<file path="src/rtl/vu_sample_sequencer.sv">
// vu_sample_sequencer: ADC sample sequencing with windowed maximum, peak-hold/decay and display handshake
module vu_sample_sequencer #(
  parameter int DW    = 8,
  parameter int NSAMP = 16,
  parameter int HOLD  = 8,
  parameter int DECAY = 1
) (
  input  logic          clk,
  input  logic          rst,
  input  logic          tick,
  input  logic          enable,
  output logic          adc_req,
  input  logic          adc_ack,
  input  logic [DW-1:0] adc_data,
  output logic [DW-1:0] level,
  output logic [DW-1:0] peak,
  output logic          disp_valid,
  input  logic          disp_ready,
  output logic          overrun,
  output logic          busy
);
  localparam int CW = $clog2(NSAMP);
  typedef enum logic [1:0] {IDLE, REQ, PUB} state_t;
  state_t        state;
  logic [DW-1:0] win_max;
  logic [DW-1:0] new_max;
  logic [DW-1:0] dec;
  logic [CW-1:0] cnt;
  logic [7:0]    hold_cnt;
  logic          last;
  assign new_max = adc_data > win_max ? adc_data : win_max;
  assign dec     = peak >= DW'(DECAY) ? peak - DW'(DECAY) : '0;
  assign last    = cnt == CW'(NSAMP - 1);
  // sequencer FSM with registered outputs, window max and peak-hold tracking
  always_ff @(posedge clk) begin
    if (rst) begin
      state      <= IDLE;
      adc_req    <= 1'b0;
      disp_valid <= 1'b0;
      busy       <= 1'b0;
      overrun    <= 1'b0;
      level      <= '0;
      peak       <= '0;
      win_max    <= '0;
      cnt        <= '0;
      hold_cnt   <= '0;
    end else begin
      if (tick && state != IDLE) overrun <= 1'b1;
      case (state)
        IDLE: if (tick && enable) begin
          state   <= REQ;
          adc_req <= 1'b1;
          busy    <= 1'b1;
        end
        REQ: if (adc_ack) begin
          adc_req <= 1'b0;
          win_max <= new_max;
          if (last) begin
            state      <= PUB;
            cnt        <= '0;
            disp_valid <= 1'b1;
            level      <= new_max;
            if (new_max >= peak) begin
              peak     <= new_max;
              hold_cnt <= '0;
            end else if (hold_cnt < 8'(HOLD)) hold_cnt <= hold_cnt + 8'd1;
            else peak <= dec > new_max ? dec : new_max;
          end else begin
            state <= IDLE;
            cnt   <= cnt + CW'(1);
            busy  <= 1'b0;
          end
        end
        PUB: if (disp_ready) begin
          state      <= IDLE;
          disp_valid <= 1'b0;
          busy       <= 1'b0;
          win_max    <= '0;
        end
        default: state <= IDLE;
      endcase
    end
  end
endmodule
</file>
<file path="config.mk">
export PLATFORM = sky130hd
export DESIGN_NAME = vu_sample_sequencer
export DESIGN_NICKNAME = d
export VERILOG_FILES = /design/src/rtl/vu_sample_sequencer.sv
export SDC_FILE = /design/constraint.sdc
export NUM_CORES = 1
export LEC_CHECK = 0
export BUFFER_PORTS_ARGS = -buffer_cell sky130_fd_sc_hd__clkbuf_2
export CAP_MARGIN = 10
export CORE_UTILIZATION = 53
export DETAILED_ROUTE_END_ITERATION = 7
export GPL_TIMING_DRIVEN = 1
export MAX_ROUTING_LAYER = met4
export PLACE_DENSITY_LB_ADDON = 0.25
export SLEW_MARGIN = 30
export SYNTH_ARGS = -nofsm -noshare
export SYNTH_HDL_FRONTEND = slang
export SYNTH_SLANG_ARGS = --single-unit
export TNS_END_PERCENT = 100
</file>
<file path="constraint.sdc">
create_clock -name clk -period 4.45 [get_ports clk]
set_clock_uncertainty 0.1 [all_clocks]
set_input_delay 0.445 -clock clk [delete_from_list [all_inputs] [get_ports clk]]
set_output_delay 0.445 -clock clk [all_outputs]
set_load 0.005 [all_outputs]
</file>
# Word level (Yosys, flattened, before mapping)
# Index checks and enable logic that the tools add are counted.
classes:
  addsub: 3
  multipliers: 0
  div_mod_pow: 0
  n_lt_le_gt_ge: 5
  n_eq_ne: 9
  shift: 0
  n_mux: 26
  bitwise_logic: 0
  n_reduce_logical: 17
ops:
  columns: ["cell", "n"]
  rows:
  - ["8-bit 2-to-1 mux", 9]
  - ["8-bit greater-than comparator", 2]
  - ["8-bit case mux with 2 select lines", 1]
  - ["2-bit inequality test (second input constant)", 6]
  - ["3-bit AND reduction", 4]
  - ["4-bit AND reduction", 3]
  - ["8-bit by 1-bit adder with 8-bit output (second input constant)", 1]
  - ["8-bit by 1-bit greater-or-equal comparator with 1-bit output (second input constant)", 1]
  - ["8-bit greater-or-equal comparator", 1]
  - ["8-bit by 4-bit < comparator with 1-bit output (second input constant)", 1]
  - ["2-bit 2-to-1 mux", 4]
  - ["2-bit nonzero test", 4]
  - ["8-bit by 1-bit subtractor with 8-bit output (second input constant)", 1]
  - ["1-bit 2-to-1 mux", 7]
  - ["2-bit case mux with 3 select lines", 1]
  - ["5-bit AND reduction", 1]
  - ["4-bit by 1-bit adder with 4-bit output (second input constant)", 1]
  - ["4-bit == test (second input constant)", 1]
  - ["4-bit 2-to-1 mux", 1]
  - ["1-bit case mux with 2 select lines", 2]
  - ["1-bit case mux with 3 select lines", 1]
  - ["3-bit nonzero test", 1]
  - ["2-bit by 1-bit == test with 1-bit output (second input constant)", 1]
  - ["2-bit == test (second input constant)", 1]
  - ["3 further kinds", 4]
word_totals:
  regBits: 42
  latch_bits: 0
  mem_bits_rw: 0
  mem_bits_ro: 0
  inputBits: 14
  output_inout_bits: 20
  wordCells: 70
  mem_count: 0

# Depth between registers and ports, before layout
depth:
  word_depth: 6
  mapped_depth: 18
  mapped_depth_nobuf: 15

# Least setup slack after synthesis
# OpenSTA, ideal clock, no wires.
synth_timing:
  kind: "input port to flip-flop"
  startpoint: "in adc_data[5]"
  endpoint: "reg peak[7]"
  arrival_time_ns: 4.000
  required_time_ns: 4.271
  path_slack_ns: 0.272
  stages: 17
  path_buffers: 3
  path_cell_list: "ha_1 > a211o_1 > a21oi_2 > nand3_2 > and2_1 > buf_2 > buf_2 > a21oi_1 > inv_1 > ha_1 > or4_4 > a21oi_4 > o31ai_2 > a211oi_2 > or3b_1 > buf_6 > o221ai_2"
synth_via:
  elab_chain_len: 6
synth_rtl:
  columns: ["element", "line_no", "text"]
  rows:
  - ["start, declared", "14", "input logic [DW-1:0] adc_data,"]
  - ["8-bit greater-than comparator (*)", "31", "assign new_max = adc_data > win_max ? adc_data : win_max;"]
  - ["8-bit 2-to-1 mux (*)", "31", null]
  - ["named net new_max[2]", "26", "logic [DW-1:0] new_max;"]
  - ["8-bit greater-than comparator", "67", "else peak <= dec > new_max ? dec : new_max;"]
  - ["8-bit 2-to-1 mux", "67", null]
  - ["8-bit 2-to-1 mux", "66", "end else if (hold_cnt < 8'(HOLD)) hold_cnt <= hold_cnt + 8'd1;"]
  - ["8-bit 2-to-1 mux", "63", "if (new_max >= peak) begin"]
  - ["end signal, assigned", "64", "peak <= new_max;"]
  - ["end signal, assigned", "67", null]
  - ["end, declared", "16", "output logic [DW-1:0] peak,"]
# Mark *: on every way through the listed nets, which the timed path passes. The rest lies on a longest branch. The select of a mux whose other input is x is not followed.
# A chain may end at the register's enable or synchronous reset.

# Final worst setup path
layout_timing:
  startpoint: "reg win_max[5]"
  endpoint: "reg peak[4]"
layout_via:
  elab_chain_len: 6
layout_rtl:
  columns: ["element", "line_no", "text"]
  rows:
  - ["start, declared", "25", "logic [DW-1:0] win_max;"]
  - ["start signal, assigned", "57", "win_max <= new_max;"]
  - ["8-bit greater-than comparator (*)", "31", null]
  - ["8-bit 2-to-1 mux (*)", "31", null]
  - ["named net new_max[3]", "26", null]
  - ["8-bit greater-than comparator", "67", null]
  - ["8-bit 2-to-1 mux", "67", null]
  - ["8-bit 2-to-1 mux", "66", null]
  - ["8-bit 2-to-1 mux", "63", null]
# Marks and branches as above.

==> PnR_summary.wiki <==
{| class="wikitable"
! Metric !! Value
|-
| Total leakage power || 1.313 nW
|-
| Number of nets produced by synthesis || 382
|-
| Total CTS buffers || 5
|-
| Total placed cells including tap cells || 434
|-
| Die width || 73.82 um
|-
| Launch instance of the worst min-delay path || tick
|-
| Pwr per Cell Area || 251.7 nW/um^2
|-
| Prevailing post-synth register cell || dfxtp_1
|-
| Switching power share of the total || 29.19%
|-
| Launching element of the worst setup path || win_max[5]
|-
| Total Negative Setup Slacks || 0 ns
|-
| Clk sink count || 42
|-
| Max incr delay on CP || 0.50 ns
|-
| Endpoint arrival time on the critical path || 4.28 ns
|-
| CTS tree || done
|-
| Met1 Use GR || 32.52%
|-
| Master of the slowest instance on the critical path || or3b_4
|-
| Number of global-route vias before repair || 2167
|-
| Number of violations of the max-capacitance limit || 0
|-
| Die ar. || 5449 um^2
|-
| Number of iterations in the first detailed-routing pass || 4
|-
| Crit path buf inv count || 2
|-
| Finished Cell Area || 3094 um^2
|-
| Class of the most critical setup path || reg -> reg
|-
| Core box area || 4848 um^2
|-
| Half-perimeter wire length after detailed placement || 4593 um
|-
| Final GP Congestion || 0.9058
|-
| Clock-pin transition on the worst setup and hold timing paths || 0.09 ns
|-
| Deepest clock path buffer count || 2
|-
| I/O pin count || 34
|-
| Sequential share of power || 49.5%
|-
| Largest net degree at the start of global routing || 41
|-
| DP Worst Slack || 0.03334 ns
|-
| Nets || 420
|-
| Worst Hold Slack || 0.2896 ns
|-
| Critical path fanouts, max || 12
|-
| Final setup vio count || 0
|-
| Global router's overall resource usage || 24.18%
|-
| Run status || completed
|-
| Share of cells above drive strength 1 || 18.67%
|-
| Number of warnings reported in the yosys synthesis log || 0
|-
| Slew Limit Fails || 0
|-
| Post-CTS Setup Repair Bufs || 0
|-
| Ant. Diodes || 0
|-
| Min Tclk post-route || 4.151 ns
|-
| Net load switching power || 227.4 uW
|-
| Clock latency reported for the late side of the worst-skew pair || 0.30 ns
|-
| Post-synthesis sequential element count || 42
|-
| Hold Crit Class || in -> reg
|-
| Instance count of the mapped netlist || 336
|-
| Average size of a mapped cell || 8.137 um^2
|-
| Sum of overflow across all layers after global routing || 0
|-
| Worst slew pin tran || 0.7914 ns
|-
| Row cnt || 25
|-
| First-pass GRT wire length || 9811 um
|-
| Share of synthesized registers carrying an async set or reset || 0%
|-
| Vias per cell || 5.541
|-
| Cell breakdown of the critical path || inv_1, ha_1, a211o_1, a21oi_2, nand3_2, and2_1, a21oi_1, inv_1, ha_1, or4_4, a21oi_4, o31ai_2, a211oi_2, or3b_4, o221ai_2
|-
| RSZ-0062 raised after global routing || no
|-
| Resized Gates After CTS || 0
|-
| EDFF count, synth || 0
|-
| Clock power share || 31.8%
|-
| Initial standard-cell utilization of the core || 56.39%
|-
| Number of design rule violations left after detail routing || 0
|-
| Min setup slack post-route || 0.2992 ns
|-
| Routed wire length || 5990 um
|-
| Die Height || 73.82 um
|-
| Power share of the combinational group || 18.7%
|-
| Area after detailed placement || 3003 um^2
|-
| Via count of the routed design || 2449
|-
| Drt initial violations || 173
|-
| Critical path data required time || 4.57 ns
|-
| Number of standard cells in the layout, taps in and fillers out || 442
|-
| Most common cell after layout, fill and taps aside || dfxtp_1
|-
| Number of buffers added to fix hold violations after cts || 0
|-
| Seq/Total Area, Yosys || 30.76%
|-
| Global-route track usage on met2 || 37.00%
|-
| Maximum frequency from static timing analysis || 240.9 MHz
|-
| Period Utilization, post-route || 93.28%
|-
| Power Internal || 551.5 uW
|-
| Initial antenna violation count || 0
|-
| Cell area after synthesis || 2734 um^2
|-
| Port buffer count || 33
|-
| Max rail drop VDD || 0.1251 mV
|-
| Maximum level of the CTS H-tree || 2
|-
| Startpoint Class || flip-flop
|-
| Final Hold Vio Count || 0
|-
| Wire per inst || 13.55 um
|-
| Busiest layer in global routing || met2
|-
| Unique masters post-synth || 47
|-
| Root Driver || clkbuf_8
|-
| Element type at the critical path end || flip-flop
|-
| Met3 routing resource usage after global routing || 5.075%
|-
| Source of the worst register-to-register timing path || win_max[5]
|-
| Antenna-violating nets left || 0
|-
| Cell family contributing the most delay on the critical path || simple AND/OR/NAND/NOR gates
|-
| Commonest cells after routing, fill and taps aside || 42 x dfxtp_1, 38 x inv_1, 33 x a21oi_1, 33 x clkbuf_2, 32 x ha_1
|-
| Relative max-transition margin || 47.24%
|-
| Synthesis-to-layout area growth || 13.18%
|}
cells in the mapped netlist, types with 2 or more instances:
library cell | number | area share, %
nor2_1 | 29 | 4.0
dfxtp_1 | 42 | 31
nand2b_1 | 2 | 0.46
o21a_1 | 3 | 0.82
nor2b_1 | 4 | 0.92
and2_1 | 6 | 1.4
a211oi_1 | 9 | 2.5
ha_1 | 32 | 15
xor2_1 | 2 | 0.64
a311oi_1 | 2 | 0.64
nand3b_1 | 9 | 2.5
nand2_1 | 25 | 3.4
a21oi_2 | 2 | 0.64
o221ai_2 | 8 | 4.4
a31oi_1 | 9 | 2.1
inv_1 | 38 | 5.2
clkbuf_1 | 8 | 1.1
a21oi_1 | 33 | 6.0
xnor2_1 | 3 | 0.96
o21ai_0 | 4 | 0.73
and3_1 | 3 | 0.69
nor3_1 | 6 | 1.1
o211ai_1 | 2 | 0.55
buf_2 | 2 | 0.37
a22oi_1 | 2 | 0.55
mux2i_1 | 2 | 0.73
nand3_1 | 21 | 3.8
a21o_1 | 3 | 0.82
or3_1 | 2 | 0.46
nand4_1 | 6 | 1.4
per-layer routing:
metal	wire (um)	part of all wire, %	vias to the layer above
met2	2697	45	44
met1	3030	51	1125
met4	58	0.97	0
met3	205	3.4	5
met5	0	0	-
li1	-	-	1275
state kept, by name (all words and copies together), names as in the netlist:
| name | flops |
|---|---|
| hold_cnt | 8 |
| busy | 1 |
| level | 8 |
| cnt | 4 |
| win_max | 8 |
| state | 2 |
| peak | 8 |
| disp_valid | 1 |
| overrun | 1 |
| adc_req | 1 |
power by group through the flow:
| stage | clock (mW) | sequential, mW | combinational (mW) |
|---|---|---|---|
| CTS | 0.254 | 0.385 | 0.145 |
| finish | 0.248 | 0.385 | 0.146 |
| detailed placement | 0 | 0.394 | 0.145 |
| floorplan | 0 | 0.394 | 0.0956 |
| global placement | 0 | 0.394 | 0.141 |
| global route | 0.269 | 0.386 | 0.162 |
worst min-delay path, cell delays in order:
cell      delay (ns)
clkbuf_2        0.08
a21oi_1         0.06
nor2_1          0.07
layout make-up:
cell class	count	area, um^2
clock buffers	6	72.57
clock inverters	2	13.76
fillers	427	1754
inverters	38	142.6
multi-input cells	243	1693
flip-flops and latches	42	840.8
well taps	67	83.83
repair buffers	44	247.7
metrics by stage:
step / utilization, % / total power, mW
6_report: 63.82 / 0.7789
5_1_grt: 63.82 / 0.8171
4_1_cts: 63.72 / 0.7846
3_5_place_dp: 61.94 / 0.5390
2_1_floorplan: - / 0.4893
3_3_place_gp: 61.94 / 0.5345
worst paths after layout:
path	slack (ns)	cells after the start	to
setup / recovery	0.30	15	peak[4]
hold / removal	0.29	3	overrun
setup reg to reg	0.30	15	peak[4]
hold reg to reg	0.36	1	hold_cnt[6]
cells by family after synthesis:
family	synth area share, %
XOR/XNOR	1.602
AO/OA/AOI/OAI	22.79
AND/OR/NAND/NOR	21.97
multiplexers	0.7323
flip-flops	30.76
buffers and inverters	7.506
adder cells (fa/ha/maj)	14.65
(Power assumes the default switching activity.)
